===== src/rtl/prog_sequencer.sv =====
// Launch controller: round-robin arbitration of three program requesters onto one core,
// operand load through the data-memory side port, start/halt handshake, result readback.
module prog_sequencer #(
    parameter int TIMEOUT_CYC = 4096,
    parameter int START_CYC   = 2
) (
    input  logic        CLK,
    input  logic        Reset,
    input  logic [2:0]  req,
    input  logic [15:0] opnd0,
    input  logic [23:0] opnd1,
    input  logic [15:0] opnd2,
    output logic [2:0]  gnt,
    output logic [2:0]  ack,
    output logic [23:0] result,
    output logic        timeout,
    output logic        busy,
    output logic [1:0]  prog_sel,
    output logic        start,
    input  logic        halt,
    output logic        mem_we,
    output logic        mem_re,
    output logic [7:0]  mem_addr,
    output logic [7:0]  mem_wdata,
    input  logic [7:0]  mem_rdata
);
    localparam logic [2:0] S_IDLE  = 3'd0;
    localparam logic [2:0] S_LOAD  = 3'd1;
    localparam logic [2:0] S_START = 3'd2;
    localparam logic [2:0] S_WAIT  = 3'd3;
    localparam logic [2:0] S_READ  = 3'd4;
    localparam logic [2:0] S_ACK   = 3'd5;

    localparam int WCW = $clog2(TIMEOUT_CYC + 1);
    localparam int SCW = $clog2(START_CYC + 1);

    // Per-program memory map of the resident programs.
    function automatic logic [7:0] in_base(input logic [1:0] p);
        case (p)
            2'd1:    in_base = 8'd8;
            2'd2:    in_base = 8'd0;
            default: in_base = 8'd13;
        endcase
    endfunction

    function automatic logic [1:0] n_in(input logic [1:0] p);
        n_in = (p == 2'd2) ? 2'd3 : 2'd2;
    endfunction

    function automatic logic [7:0] out_base(input logic [1:0] p);
        case (p)
            2'd1:    out_base = 8'd10;
            2'd2:    out_base = 8'd4;
            default: out_base = 8'd15;
        endcase
    endfunction

    function automatic logic [1:0] n_out(input logic [1:0] p);
        case (p)
            2'd1:    n_out = 2'd2;
            2'd2:    n_out = 2'd3;
            default: n_out = 2'd1;
        endcase
    endfunction

    logic [2:0]     state_q, state_d;
    logic [2:0]     gnt_q, gnt_d, ack_q, ack_d;
    logic [23:0]    result_q, result_d, shift_q, shift_d;
    logic           timeout_q, timeout_d, busy_q, busy_d, start_q, start_d;
    logic           we_q, we_d, re_q, re_d;
    logic [1:0]     prog_q, prog_d, ptr_q, ptr_d, bcnt_q, bcnt_d;
    logic [7:0]     addr_q, addr_d, wdata_q, wdata_d;
    logic [WCW-1:0] wait_q, wait_d;
    logic [SCW-1:0] scnt_q, scnt_d;
    logic [15:0]    acc_q, acc_d;

    // ptr_q names the requester with highest priority on the next arbitration.
    logic [2:0]  req_rot;
    logic [1:0]  rr_off, win_idx;
    logic [2:0]  rr_sum;
    logic        win_found;
    logic [23:0] win_opnd;

    always_comb begin
        case (ptr_q)
            2'd1:    req_rot = {req[0], req[2], req[1]};
            2'd2:    req_rot = {req[1], req[0], req[2]};
            default: req_rot = req;
        endcase
    end

    assign rr_off    = req_rot[0] ? 2'd0 : (req_rot[1] ? 2'd1 : 2'd2);
    assign rr_sum    = {1'b0, ptr_q} + {1'b0, rr_off};
    assign win_idx   = (rr_sum >= 3'd3) ? 2'(rr_sum - 3'd3) : rr_sum[1:0];
    assign win_found = |req;
    assign win_opnd  = (win_idx == 2'd0) ? {opnd0, 8'h00} :
                       (win_idx == 2'd1) ? opnd1 : {opnd2, 8'h00};

    always_comb begin
        state_d   = state_q;
        gnt_d     = gnt_q;
        ack_d     = 3'b000;
        result_d  = result_q;
        timeout_d = timeout_q;
        prog_d    = prog_q;
        start_d   = 1'b0;
        we_d      = 1'b0;
        re_d      = 1'b0;
        addr_d    = 8'd0;
        wdata_d   = 8'd0;
        ptr_d     = ptr_q;
        wait_d    = wait_q;
        scnt_d    = scnt_q;
        bcnt_d    = bcnt_q;
        shift_d   = shift_q;
        acc_d     = acc_q;
        case (state_q)
            S_IDLE: begin
                if (win_found) begin
                    state_d = S_LOAD;
                    gnt_d   = 3'b001 << win_idx;
                    prog_d  = win_idx + 2'd1;
                    ptr_d   = (win_idx == 2'd2) ? 2'd0 : win_idx + 2'd1;
                    we_d    = 1'b1;
                    addr_d  = in_base(win_idx + 2'd1);
                    wdata_d = win_opnd[23:16];
                    shift_d = win_opnd << 8;
                    bcnt_d  = 2'd0;
                end
            end
            S_LOAD: begin
                if (({1'b0, bcnt_q} + 3'd1) < {1'b0, n_in(prog_q)}) begin
                    we_d    = 1'b1;
                    addr_d  = in_base(prog_q) + {6'd0, bcnt_q} + 8'd1;
                    wdata_d = shift_q[23:16];
                    shift_d = shift_q << 8;
                    bcnt_d  = bcnt_q + 2'd1;
                end else begin
                    state_d = S_START;
                    start_d = 1'b1;
                    scnt_d  = '0;
                end
            end
            S_START: begin
                // halt is deliberately not looked at here: it may be stale from the last run.
                if (scnt_q == SCW'(START_CYC - 1)) begin
                    state_d = S_WAIT;
                    wait_d  = '0;
                end else begin
                    start_d = 1'b1;
                    scnt_d  = scnt_q + SCW'(1);
                end
            end
            S_WAIT: begin
                if (halt) begin
                    state_d = S_READ;
                    re_d    = 1'b1;
                    addr_d  = out_base(prog_q);
                    bcnt_d  = 2'd0;
                    acc_d   = 16'd0;
                end else if (wait_q == WCW'(TIMEOUT_CYC - 1)) begin
                    state_d   = S_ACK;
                    ack_d     = gnt_q;
                    result_d  = 24'hFFFFFF;
                    timeout_d = 1'b1;
                    prog_d    = 2'd0;
                end else begin
                    wait_d = wait_q + WCW'(1);
                end
            end
            S_READ: begin
                // Byte k arrives one cycle after its read strobe, so READ spans bytes+1 cycles.
                if (bcnt_q != 2'd0) acc_d = {acc_q[7:0], mem_rdata};
                if (bcnt_q == n_out(prog_q)) begin
                    state_d   = S_ACK;
                    ack_d     = gnt_q;
                    result_d  = {acc_q, mem_rdata};
                    timeout_d = 1'b0;
                    prog_d    = 2'd0;
                end else begin
                    if (({1'b0, bcnt_q} + 3'd1) < {1'b0, n_out(prog_q)}) begin
                        re_d   = 1'b1;
                        addr_d = out_base(prog_q) + {6'd0, bcnt_q} + 8'd1;
                    end
                    bcnt_d = bcnt_q + 2'd1;
                end
            end
            S_ACK: begin
                state_d = S_IDLE;
                gnt_d   = 3'b000;
            end
            default: begin
                state_d = S_IDLE;
                gnt_d   = 3'b000;
                prog_d  = 2'd0;
            end
        endcase
        busy_d = (state_d != S_IDLE);
    end

    always_ff @(posedge CLK or posedge Reset) begin
        if (Reset) begin
            state_q   <= S_IDLE;
            gnt_q     <= 3'b000;
            ack_q     <= 3'b000;
            result_q  <= 24'd0;
            timeout_q <= 1'b0;
            busy_q    <= 1'b0;
            prog_q    <= 2'd0;
            start_q   <= 1'b0;
            we_q      <= 1'b0;
            re_q      <= 1'b0;
            addr_q    <= 8'd0;
            wdata_q   <= 8'd0;
            ptr_q     <= 2'd0;
            wait_q    <= '0;
            scnt_q    <= '0;
            bcnt_q    <= 2'd0;
            shift_q   <= 24'd0;
            acc_q     <= 16'd0;
        end else begin
            state_q   <= state_d;
            gnt_q     <= gnt_d;
            ack_q     <= ack_d;
            result_q  <= result_d;
            timeout_q <= timeout_d;
            busy_q    <= busy_d;
            prog_q    <= prog_d;
            start_q   <= start_d;
            we_q      <= we_d;
            re_q      <= re_d;
            addr_q    <= addr_d;
            wdata_q   <= wdata_d;
            ptr_q     <= ptr_d;
            wait_q    <= wait_d;
            scnt_q    <= scnt_d;
            bcnt_q    <= bcnt_d;
            shift_q   <= shift_d;
            acc_q     <= acc_d;
        end
    end

    assign gnt       = gnt_q;
    assign ack       = ack_q;
    assign result    = result_q;
    assign timeout   = timeout_q;
    assign busy      = busy_q;
    assign prog_sel  = prog_q;
    assign start     = start_q;
    assign mem_we    = we_q;
    assign mem_re    = re_q;
    assign mem_addr  = addr_q;
    assign mem_wdata = wdata_q;
endmodule


===== config.mk =====
export PLATFORM = sky130hd
export DESIGN_NAME = prog_sequencer
export DESIGN_NICKNAME = d
export VERILOG_FILES = /design/src/rtl/prog_sequencer.sv
export SDC_FILE = /design/constraint.sdc
export NUM_CORES = 1
export LEC_CHECK = 0
export BUFFER_PORTS_ARGS = -buffer_cell sky130_fd_sc_hd__buf_2
export CAP_MARGIN = 15
export CORE_MARGIN = 5
export CORE_UTILIZATION = 54
export DETAILED_ROUTE_END_ITERATION = 12
export GPL_TIMING_DRIVEN = 0
export HOLD_SLACK_MARGIN = 0.1
export PLACE_DENSITY = 0.86
export SYNTH_ARGS = -nofsm -noshare
export SYNTH_HDL_FRONTEND = slang
export SYNTH_SLANG_ARGS = --single-unit

===== constraint.sdc =====
create_clock -name CLK -period 5.8 [get_ports CLK]
set_clock_uncertainty 0.2 [all_clocks]
set_input_delay 0.58 -clock CLK [delete_from_list [all_inputs] [get_ports CLK]]
set_output_delay 0.58 -clock CLK [all_outputs]
set_load 0.005 [all_outputs]

### Word level (Yosys, flattened, before mapping)

Cells that the tools add are included.

* register bits: 115
* bits of input ports: 70
* output and inout bits: 53
* logic and storage cells: 167

* add/subtract/negate cells: 11
* order comparisons: 3
* eq/ne operators: 28
* shift operators: 1
* muxes and demuxes: 83
* bitwise gates (word level): 2
* reductions and logical operators: 21

Operators with widths (number)
* $mux 24: 7
* $pmux 24 s2: 2
* $mux 8: 10
* $mux 13: 3
* $mux 2: 17
* $mux 16: 2
* $pmux 16 s2: 1
* $pmux 8 s4: 1
* $mux 3: 10
* $pmux 13 s2: 1
* $ne 2x2->1 const B: 12
* $pmux 4 s2: 3
* $add 8x1->8 const B: 2
* $add 8x2->8: 2
* $pmux 2 s4: 2
* $pmux 8 s2: 1
* $pmux 3 s5: 1
* $add 13x1->13 const B: 1
* $eq 13x12->1 const B: 1
* $pmux 2 s2: 3
* $pmux 3 s2: 2
* $mux 1: 11
* $eq 2x1->1 const B: 5
* $reduce_and 5->1: 2
* other kinds (25): 47

### Logic depth before layout (Yosys ltp)

Gate-level depths: netlist (run 1).

* depth in word-level cells: 15
* gate-level depth with buffers: 21
* mapped depth without buffers: 19

### Worst setup path after synthesis (run 1)

OpenSTA, ideal clock, no wires.

* kind: flip-flop to flip-flop
* from: reg ptr_q[1]
* to: reg wdata_q[7], in the netlist mem_wdata[7]
* setup time: 0.131 ns
* data arrival time: 3.783 ns
* data required time: 5.469 ns
* path slack: 1.686 ns
* stages on the path, launching flop included: 21
* path buffers: 2
* clock period less this slack: 4.114 ns
* cells stage by stage: dfrtp_1 > inv_1 > ha_1 > nand2_1 > o21ai_0 > a21oi_1 > a21oi_1 > ha_1 > inv_1 > fa_1 > inv_1 > ha_1 > nor2b_1 > mux2i_1 > ha_1 > clkbuf_1 > buf_2 > mux2i_1 > nor2_1 > a21oi_1 > o21ai_0

* longest elaborated chain between the ends: 12
* elaborated cells on any way between the ends: 15
* those cells by class: add/sub (2); order compare (1); eq/ne (3); mux (8); reduce/logical (1)

RTL lines
* start, declared: line 71 `logic [1:0] prog_q, prog_d, ptr_q, ptr_d, bcnt_q, bcnt_d;`
* start signal, assigned: line 234 `ptr_q <= ptr_d;`
* $eq 2x2->1 or $eq 2x1->1 (tied branches): line 85 `case (ptr_q)`
* $pmux 2 s2: line 85
* $mux 2 (2 in a row): line 92 `assign rr_off = req_rot[0] ? 2'd0 : (req_rot[1] ? 2'd1 : 2'd2);`
* $add 2x2->3 (*): line 93 `assign rr_sum = {1'b0, ptr_q} + {1'b0, rr_off};`
* $ge 3x2->1 or $sub 2x2->2 (tied branches): line 94 `assign win_idx = (rr_sum >= 3'd3) ? 2'(rr_sum - 3'd3) : rr_sum[1:0];`
* $mux 2 (*): line 94
* $eq 2x1->1: line 97 `(win_idx == 2'd1) ? opnd1 : {opnd2, 8'h00};`
* $mux 24: line 97
* $mux 24 (*): line 96 `assign win_opnd = (win_idx == 2'd0) ? {opnd0, 8'h00} :`
* $mux 8 (*): line 119 `if (win_found) begin`
* $pmux 8 s2 (*): line 117 `case (state_q)`
* net wdata_d[7]: line 72 `logic [7:0] addr_q, addr_d, wdata_q, wdata_d;`
* end signal, assigned: line 233 `wdata_q <= wdata_d;`
* end, declared: line 72

The timed path passes the listed nets; every way through them passes the cells marked *.
A chain may end at the register's enable or synchronous reset.

### Final worst setup path (run 1)

* from: reg ptr_q[1]
* to: reg wdata_q[5], in the netlist mem_wdata[5]

Same word-level chain as after synthesis.

==> flow_metrics.tcl, run 1 <==
set metrics [dict create \
    fin_crit_ns 4.890 \
    wl_per_cell_um 15.90 \
    arrival_ns 4.95 \
    gp_congestion 0.8493 \
    clkTransAtPathRegs_ns 0.10 \
    pwr-share-clk_pct 12.9 \
    synthMuxAreaShare_pct 5.748 \
    worst-r2r-setup-slack_ns 0.91 \
    coreArea_um2 9684 \
    yosysWarnings 0 \
    antenna_found_initial 0 \
    synth_area_um2 5311 \
    fin_setup_tns_ns 0 \
    first_pass_iters 5 \
    drtAntennaViolNets 0 \
    p_seq_share_pct 27.1 \
    yosysSeqAreaShare_pct 49.00 \
    critPathMaxFanout 10 \
    hold_class "in2async" \
    worstSetupStartpointType "flop" \
    hold_buffers 0 \
    start_util_pct 54.84 \
    finalCritPeriodShare_pct 84.32 \
    rr_worst_depth 20 \
    crit_required_ns 5.86 \
    num_antenna_cells 0 \
    synth-edff-count 0 \
    worstReg2RegStart "ptr_q[1]" \
    synth_top_family_by_area "simple AND/OR/NAND/NOR gates" \
    vias 4559 \
    std_cell_rows 36 \
    power.total_mw 3.850 \
    p_sw_share_pct 46.59 \
    path_class "reg2reg" \
    die_y_um 109.2 \
    multiInputGateArea_um2 2410 \
    drv_cap 0 \
    ctsRootBufferMaster "clkbuf_8" \
    comb_power_share_pct 60.0 \
    synthMostInstantiatedCell "dfrtp_1" \
    end_kind "flop" \
    fin_cells 828 \
    grt_usage_pct 22.48 \
    rsz0062_at_grt "no" \
    insertion_delay_ns 0.38 \
    hpwl_um 9988 \
    ys_async_sr_fraction_pct 100.0 \
    status "complete, no violations" \
    synth.distinct_cells 53 \
    die_w_um 109.2 \
    grt_pass1_wl_um 21000 \
    p_leak_nw 3.110 \
    postCtsSetupRepairBufs 0 \
    cts_tree "yes" \
    whs_ns 0.08564 \
    regArea_um2 2603 \
    r2r-end "mem_wdata[5]" \
    utilization_pct 65.35 \
    cts_buffer_depth 2 \
    setup_viol 0 \
    top_level_ports 123 \
    grt_max_degree 54 \
    internal-power_mw 2.056 \
    synth_compound_area_share_pct 14.56 \
    die-area_um2 11920 \
    synthTopCellsByArea "dfrtp_1 49%, nand2_1 4.9%, mux2i_1 4.9%, ha_1 4.5%, o21ai_0 4.1%" \
    htree_levels 3 \
    drive_above_1_share_pct 23.31 \
    final_max_slew_viol_count 0 \
    filler_cell_count 740 \
    synthSimpleGateAreaFrac_pct 17.27 \
    synth_xor_area_share_pct 1.979 \
    wl_um 13170 \
    numCtsBuffers 9 \
    area_growth_pct 19.15 \
    powerDensity_nw_per_um2 608.3 \
    port-buffer-count 119 \
    yosysTopAreaCellShare_pct 49.00 \
    finalHoldViolCount 0 \
    max_freq_mhz 204.5 \
    pre_cts_ws_ns 0.9514 \
    p_sw_mw 1.793 \
    ys_top_cells_by_count "104 x dfrtp_1, 70 x nand2_1, 44 x o21ai_0, 43 x a21oi_1, 43 x inv_1" \
    fin_ws_ns 0.9096 \
    ys_ff_latch 104 \
    overflow 0 \
    drtIter0Drc 345 \
    drc 0 \
    ctsResizeCount 0 \
    via_per_inst 5.506 \
    syn_inst 557 \
    grt_pass1_vias 4419 \
    avgSynthCellArea_um2 9.536 \
    max-vdd-ir-drop_v 0.0003933 \
    synth_largest_area_cell "dfrtp_1" \
    worst_slew_pin_slew_ns 0.8709 \
    synth_flop_cell "dfrtp_1" \
    design_area_um2 6329 \
    nets 782 \
    maxSlewHeadroom_pct 41.67 \
    placed_cells 812 \
    synth_fa_ha_area_share_pct 5.607 \
    dpl-instance-area_um2 6111 \
    clock-sinks 104 \
]
power groups by stage:
stage	combinational [mW]	sequential, mW	clock, mW
floorplan	1.68	1.03	0
global placement	2.16	1.04	0
detailed placement	2.26	1.05	0
CTS	2.29	1.04	0.501
global route	2.57	1.06	0.536
finish	2.31	1.04	0.498
critical path: stages, from the launching register on:
cell and delay [ns]:
dfrtp_1 0.40, inv_1 0.12, ha_1 0.23, nand2_1 0.07, o21ai_0 0.16, a21oi_1 0.08, a21oi_1 0.14, ha_1 0.17
inv_1 0.05, fa_1 0.53, inv_1 0.06, ha_1 0.17, nor2b_1 0.22, mux2i_1 0.40, ha_1 0.21, clkbuf_1 0.53
buf_2 0.42, mux2i_1 0.29, nor2_1 0.07, a21oi_1 0.17, o21ai_0 0.09
routing by layer:
metal / track usage [%] / vias up / part of all wire (%)
met2: 36.75 / 170 / 50
met1: 29.36 / 2186 / 41
met4: 8.638 / 0 / 2.7
li1: - / 2175 / -
met5: 0 / - / 0
met3: 4.855 / 28 / 6.2
logic make-up (layout without fill, tap and decap cells):
kind of cell | Yosys count | after routing
simple gates | 187 | 187
compound gates | 126 | 126
flops | 104 | 104
buf+inv | 75 | 211
mux | 30 | 30
fa+ha+maj | 22 | 22
xor+xnor | 12 | 12
other cells | 1 | 3
final cells by class:
class / instances / share of cell area [%]
Timing Repair Buffer: 120 / 9.846
Clock buffer: 10 / 2.017
Buffer: 32 / 2.293
Tap cell: 133 / 2.630
Inverter: 43 / 2.590
Multi-Input combinational cell: 380 / 38.08
Sequential cell: 104 / 41.12
Clock inverter: 6 / 1.423
how the worst max path moves through the flow:
| stage | startpoint | end | slack (ns) | cells past startpoint |
|---|---|---|---|---|
| floorplan | ptr_q[1] | mem_wdata[7] | 1.69 | 20 |
| detailed placement | ptr_q[1] | mem_wdata[5] | 0.95 | 20 |
| global placement | req[2] | mem_wdata[6] | 1.19 | 19 |
| finish | ptr_q[1] | mem_wdata[5] | 0.91 | 20 |
| CTS | ptr_q[1] | mem_wdata[5] | 0.94 | 20 |
| global route | ptr_q[1] | mem_wdata[1] | 0.60 | 20 |
cells in the final DEF, fill, tap and decap left out, types with 3 or more instances in the layout:
cell type	instances
buf_1	3
xnor2_1	10
nand4_1	6
a2111oi_0	3
conb_1	3
dfrtp_1	104
nand2_1	70
nand2b_1	7
mux2_2	4
fa_1	3
nor2_1	30
buf_4	4
clkbuf_8	9
nor3b_1	4
inv_1	42
clkbuf_1	18
ha_1	19
nor4_1	3
mux2i_1	26
buf_2	127
a22o_1	16
nor2b_1	10
a21oi_1	43
nand3_1	9
nor3_1	29
o21ai_0	44
flip-flops by register name, summed over array words and instances (netlist names):
| signal | count |
|---|---|
| gnt | 3 |
| bcnt_q | 2 |
| mem_re | 1 |
| result | 24 |
| acc_q | 16 |
| shift_q | 16 |
| busy | 1 |
| state_q | 3 |
| scnt_q | 2 |
| ack | 3 |
| mem_addr | 5 |
| ptr_q | 2 |
| start | 1 |
| mem_wdata | 8 |
| mem_we | 1 |
| prog_sel | 2 |
| timeout | 1 |
| wait_q | 13 |
No activity file was read; power rests on OpenSTA's default activity.
==> run 2: changes to the inputs <==
--- a/config.mk
+++ b/config.mk
@@ -8,11 +8,11 @@
 export BUFFER_PORTS_ARGS = -buffer_cell sky130_fd_sc_hd__buf_2
 export CAP_MARGIN = 15
 export CORE_MARGIN = 5
-export CORE_UTILIZATION = 54
+export CORE_UTILIZATION = 49
 export DETAILED_ROUTE_END_ITERATION = 12
 export GPL_TIMING_DRIVEN = 0
 export HOLD_SLACK_MARGIN = 0.1
-export PLACE_DENSITY = 0.86
+export PLACE_DENSITY = 0.83
 export SYNTH_ARGS = -nofsm -noshare
 export SYNTH_HDL_FRONTEND = slang
 export SYNTH_SLANG_ARGS = --single-unit
==> constraint.sdc (replaced) <==
create_clock -name CLK -period 4.15 [get_ports CLK]
set_clock_uncertainty 0.2 [all_clocks]
set_input_delay 0.415 -clock CLK [delete_from_list [all_inputs] [get_ports CLK]]
set_output_delay 0.415 -clock CLK [all_outputs]
set_load 0.005 [all_outputs]
==> flow_metrics.tcl, run 2 (synthesis results as in run 1) <==
set metrics [dict create \
    final_common_cell "buf_2" \
    multiInputGateArea_um2 2439 \
    worst_slew_pin_slew_ns 0.7440 \
    via_per_inst 5.517 \
    start_util_pct 49.43 \
    finalCritPeriodShare_pct 95.66 \
    path_class "reg2reg" \
    die_y_um 114.1 \
    insertion_delay_ns 0.38 \
    grt_pass1_wl_um 21740 \
    powerDensity_nw_per_um2 853.7 \
    finalHoldViolCount 0 \
    grt_usage_pct 20.47 \
    grt_max_degree 59 \
    max-vdd-ir-drop_v 0.0006025 \
    num_antenna_cells 0 \
    max_freq_mhz 251.9 \
    p_leak_nw 3.200 \
    cts_buffer_depth 2 \
    maxSlewHeadroom_pct 49.99 \
    drc 0 \
    die_w_um 114.1 \
    final_cell_mix "126 x buf_2, 104 x dfrtp_1, 70 x nand2_1, 43 x a21oi_1, 41 x inv_1" \
    hpwl_um 9823 \
    final_max_slew_viol_count 0 \
    setup_viol 0 \
    area_growth_pct 23.32 \
    top_level_ports 123 \
    clock-sinks 104 \
    grt_pass1_vias 4561 \
    drive_above_1_share_pct 24.96 \
    fin_ws_ns 0.1800 \
    vias 4706 \
    fin_crit_ns 3.970 \
    drtIter0Drc 364 \
    filler_cell_count 867 \
    design_area_um2 6550 \
    whs_ns 0.1409 \
    cts_tree "yes" \
    drv_cap 0 \
    largest_register_ffs 24 \
    first_pass_iters 4 \
    coreArea_um2 10750 \
    worstSetupStartpointType "flop" \
    overflow 0 \
    status "complete, no violations" \
    std_cell_rows 38 \
    arrival_ns 4.03 \
    die-area_um2 13020 \
    drtAntennaViolNets 0 \
    numCtsBuffers 9 \
    dpl-instance-area_um2 6120 \
    critPathMaxFanout 9 \
    hold_class "in2reg" \
    crit_required_ns 4.21 \
    end_kind "flop" \
    gp_congestion 0.9035 \
    wl_per_cell_um 15.79 \
    htree_levels 3 \
    pre_cts_ws_ns -0.6291 \
    clkTransAtPathRegs_ns 0.11 \
    antenna_found_initial 0 \
    port-buffer-count 119 \
    nets 800 \
    wl_um 13470 \
    ctsRootBufferMaster "clkbuf_8" \
    regArea_um2 2603 \
]
run 2: changes by cell type in the layout (fill, tap and decap cells not counted), moves of 2 or more:
cell and change:
ha_1 -3, o21ai_0 -4, clkinv_4 +2, mux2i_1 -2
clkbuf_2 +2, buf_4 +3, ha_2 +2, clkbuf_1 -6
o21ai_1 +4, mux2i_2 +2, dlygate4sd3_1 +17, inv_8 +3
bufinv_16 -2
run 2: critical path, stage by stage (launching register included):
cell      delay, ns
dfrtp_1        0.44
inv_1          0.09
ha_2           0.20
nand3b_1       0.09
o21ai_0        0.09
a21oi_1        0.09
a21oi_1        0.14
ha_1           0.16
inv_1          0.04
fa_1           0.49
inv_1          0.05
ha_1           0.18
nor2b_2        0.19
mux2i_2        0.27
buf_4          0.15
ha_2           0.21
buf_8          0.16
mux2i_1        0.20
o21ai_0        0.10
mux2i_1        0.20
o21ai_0        0.11
run 2: repair_timing:
| action | 4_1_cts | 5_1_grt |
|---|---|---|
| setup buffers | 2 | 2 |
| endpoints found under the setup margin | 28 | 26 |
| hold endpoints to repair | 62 | 0 |
| pin swaps | 0 | 0 |
| resized for setup | 6 | 17 |
| hold buffers | 17 | 0 |
run 2: final timing paths:
path | slack [ns] | cells after the start | start | endpoint
worst min-delay path | 0.14 | 3 | opnd0[10] | mem_wdata[2]
worst max register to register | 0.18 | 20 | ptr_q[0] | shift_q[20]
min in group asynchronous | 0.44 | 3 | Reset | mem_wdata[1]
max in group asynchronous | 2.64 | 4 | Reset | wait_q[12]
worst max-delay path | 0.18 | 20 | ptr_q[0] | shift_q[20]
worst min register to register | 0.30 | 2 | shift_q[14] | shift_q[14]
run 2: through the flow:
| stage | cells | total power, mW | util, % | setup TNS [ns] |
|---|---|---|---|---|
| 2_1_floorplan | 559 | 3.783 | - | 0 |
| 3_3_place_gp | 818 | 4.470 | 56.67 | -27.39 |
| 3_5_place_dp | 819 | 4.632 | 56.95 | -9.937 |
| 4_1_cts | 852 | 5.372 | 60.51 | 0 |
| 5_1_grt | 853 | 6.032 | 60.96 | -0.03572 |
| 6_report | 853 | 5.592 | 60.96 | 0 |
run 2: routing by layer:
| metal | vias to the layer above | GRT usage (%) | part of all wire [%] |
|---|---|---|---|
| li1 | 2209 | - | - |
| met4 | 0 | 6.809 | 2.1 |
| met1 | 2307 | 26.66 | 41 |
| met3 | 25 | 4.493 | 6.0 |
| met5 | - | 0 | 0 |
| met2 | 165 | 34.07 | 51 |
run 2: layout make-up:
cell class | instances | area share, %
flip-flops and latches | 104 | 39.73
multi-input cells | 380 | 37.23
repair buffers | 141 | 12.68
well taps | 140 | 2.674
inverters | 43 | 2.502
plain buffers | 29 | 2.235
clock buffers | 9 | 1.891
clock inverters | 7 | 1.051
run 2: where the power goes:
part	total [mW]	internal, mW	leakage (nW)	switching [mW]
logic	3.52	1.48	1.81	2.05
registers	1.45	1.28	1.29	0.167
clock network	0.623	0.237	0.100	0.385
==> run 3: changes to the inputs <==
--- a/config.mk
+++ b/config.mk
@@ -5,6 +5,7 @@
 export SDC_FILE = /design/constraint.sdc
 export NUM_CORES = 1
 export LEC_CHECK = 0
+export ABC_AREA = 1
 export BUFFER_PORTS_ARGS = -buffer_cell sky130_fd_sc_hd__buf_2
 export CAP_MARGIN = 15
 export CORE_MARGIN = 5
@@ -12,7 +13,7 @@
 export DETAILED_ROUTE_END_ITERATION = 12
 export GPL_TIMING_DRIVEN = 0
 export HOLD_SLACK_MARGIN = 0.1
-export PLACE_DENSITY = 0.83
+export PLACE_DENSITY = 0.82
 export SYNTH_ARGS = -nofsm -noshare
 export SYNTH_HDL_FRONTEND = slang
 export SYNTH_SLANG_ARGS = --single-unit
==> flow_metrics.tcl, run 3 <==
set metrics [dict create \
    ys_ff_latch 104 \
    filler_cell_count 971 \
    area_growth_pct 23.25 \
    rsz0062_at_grt "no" \
    die_y_um 116.1 \
    final_cell_mix "207 x nand2_1, 123 x buf_2, 104 x dfrtp_1, 63 x inv_1, 56 x o21ai_0" \
    avgSynthCellArea_um2 8.077 \
    max_freq_mhz 258.2 \
    dpl-instance-area_um2 6325 \
    port-buffer-count 119 \
    start_util_pct 50.45 \
    worst-r2r-setup-slack_ns 0.28 \
    yosysSeqAreaShare_pct 47.18 \
    gp_congestion 0.8641 \
    synth_largest_area_cell "dfrtp_1" \
    worstSetupStartpointType "flop" \
    ys_async_sr_fraction_pct 100.0 \
    grt_usage_pct 21.01 \
    multiInputGateArea_um2 2485 \
    cts_tree "yes" \
    num_antenna_cells 0 \
    drive_above_1_share_pct 23.86 \
    worstReg2RegStart "ptr_q[0]" \
    critPathMaxFanout 10 \
    hpwl_um 10270 \
    ys_top_cells_by_count "207 x nand2_1, 104 x dfrtp_1, 65 x inv_1, 59 x o21ai_0, 53 x nand3_1" \
    yosysTopAreaCellShare_pct 47.18 \
    insertion_delay_ns 0.35 \
    clock-sinks 104 \
    powerDensity_nw_per_um2 1032 \
    use_met3_pct 4.611 \
    synthMostInstantiatedCell "nand2_1" \
    die_w_um 116.1 \
    startpoint "ptr_q[0]" \
    vias 5089 \
    std_cell_rows 38 \
    grt_pass1_wl_um 22640 \
    worst_slew_pin_slew_ns 0.5410 \
    grt_pass1_vias 4720 \
    path_class "reg2reg" \
    max-vdd-ir-drop_v 0.002187 \
    coreArea_um2 10940 \
    drtIter0Drc 415 \
    synth_area_um2 5517 \
    design_area_um2 6799 \
    utilization_pct 62.17 \
    crit_required_ns 4.24 \
    numCtsBuffers 9 \
    ctsRootBufferMaster "clkbuf_16" \
    cts_buffer_depth 2 \
    synth.distinct_cells 40 \
    fin_crit_ns 3.872 \
    arrival_ns 3.96 \
    final_common_cell "nand2_1" \
    htree_levels 3 \
    met2_usage_pct 33.14 \
    wl_per_cell_um 14.21 \
    yosysWarnings 0 \
    finalCritPeriodShare_pct 93.31 \
    wl_um 13840 \
    holdCritStartpoint "opnd1[6]" \
    synthTopCellsByArea "dfrtp_1 47%, nand2_1 14%, o21ai_0 5.4%, nand3_1 4.8%, inv_1 4.4%" \
    drv_cap 0 \
    power.total_mw 7.015 \
    status "complete, no violations" \
    die-area_um2 13480 \
    end_kind "flop" \
    drc 0 \
    clkTransAtPathRegs_ns 0.07 \
    grtUsageMet1_pct 29.74 \
    syn_inst 683 \
    maxSlewHeadroom_pct 63.93 \
    p_leak_nw 3.566 \
    nets 921 \
    synth-edff-count 0 \
    synth_flop_cell "dfrtp_1" \
    hold_class "in2reg" \
    top_level_ports 123 \
    final_max_slew_viol_count 0 \
    grt_max_degree 63 \
    whs_ns 0.1017 \
    top_usage_layer "met2" \
    finalHoldViolCount 0 \
    first_pass_iters 7 \
    largest_register_ffs 24 \
    drtAntennaViolNets 0 \
    overflow 0 \
    antenna_found_initial 0 \
    regArea_um2 2603 \
    via_per_inst 5.225 \
    setup_viol 0 \
]
[run 3: cell types whose count changed after synthesis, moves of 10 or more]
cell / previous run / this run
a21oi_1: 43 / 7
nand3_1: 9 / 53
inv_1: 43 / 65
nor2b_1: 10 / 0
mux2i_1: 26 / 0
nand2_1: 70 / 207
a22o_1: 16 / 0
o21ai_1: 1 / 28
a31oi_1: 2 / 14
nor3_1: 29 / 3
o21ai_0: 44 / 59
[run 3: worst max-delay path: stages, from the launching register on]
cell and delay [ns]:
dfrtp_1 0.38, inv_1 0.07, ha_1 0.30, inv_1 0.07, o221ai_1 0.07, o21ai_1 0.11, nor2_1 0.10, ha_1 0.14
inv_1 0.05, fa_1 0.51, inv_1 0.08, ha_1 0.17, inv_1 0.05, nand2_1 0.07, a21oi_2 0.13, inv_1 0.08
o21ai_2 0.14, inv_1 0.08, ha_1 0.20, buf_6 0.15, inv_6 0.08, buf_8 0.13, nand2_1 0.05, a31oi_1 0.19
o21ai_1 0.12, nand2_1 0.07
[run 3: cell type report]
class                           count  share of cell area [%]
Buffer                             26                   2.944
Clock buffer                        9                   3.312
Clock inverter                      7                   1.104
Inverter                           74                   4.233
Multi-Input combinational cell    481                   36.55
Sequential cell                   104                   38.28
Tap cell                          140                   2.576
Timing Repair Buffer              133                   11.00
[run 3: timing repair]
| action | in CTS | in global routing |
|---|---|---|
| setup endpoints to repair | 15 | 20 |
| pin swaps | 0 | 1 |
| hold buffers | 11 | 0 |
| hold endpoints to repair | 52 | 0 |
| setup buffers | 0 | 2 |
| gates resized for setup | 8 | 22 |
[run 3: worst paths after layout]
path / to / cells after the start
min in group asynchronous: result[19] / 3
max in group asynchronous: wait_q[11] / 4
worst max-delay path: mem_wdata[2] / 25
worst max register to register: mem_wdata[2] / 25
worst min register to register: result[0] / 2
worst min-delay path: shift_q[14] / 3
[run 3: report_power, final]
group	switching [mW]	internal, mW
Clock	0.395	0.474
Sequential	0.180	1.34
Combinational	2.89	1.73
Total	3.47	3.55
[run 3: cell families (layout without fill, tap and decap cells)]
family	after synthesis	in the layout	synth area share (%)
AOI/OAI and AO/OA	125	125	12.56
xor gates and xnor gates	4	4	0.6352
adders and majority gates	22	22	5.398
buffers and inverters	100	249	8.052
DFF	104	104	47.18
other	1	3	0.06798
and+or+nand+nor	327	327	26.11
[run 3: metrics by stage]
step | worst slack, ns | TNS, ns | instances
CTS | 0.04728 | 0 | 972
global placement | -0.3527 | -37.62 | 944
global route | 0.01381 | 0 | 974
finish | 0.2777 | 0 | 974
floorplan | 0.3753 | 0 | 685
detailed placement | -0.3820 | -2.864 | 945
[run 3: metal layers]
metal	wire length, um	share of wire, %
met1	6128	44
met2	6408	46
met3	1114	8.1
met4	186	1.3
met5	0	0
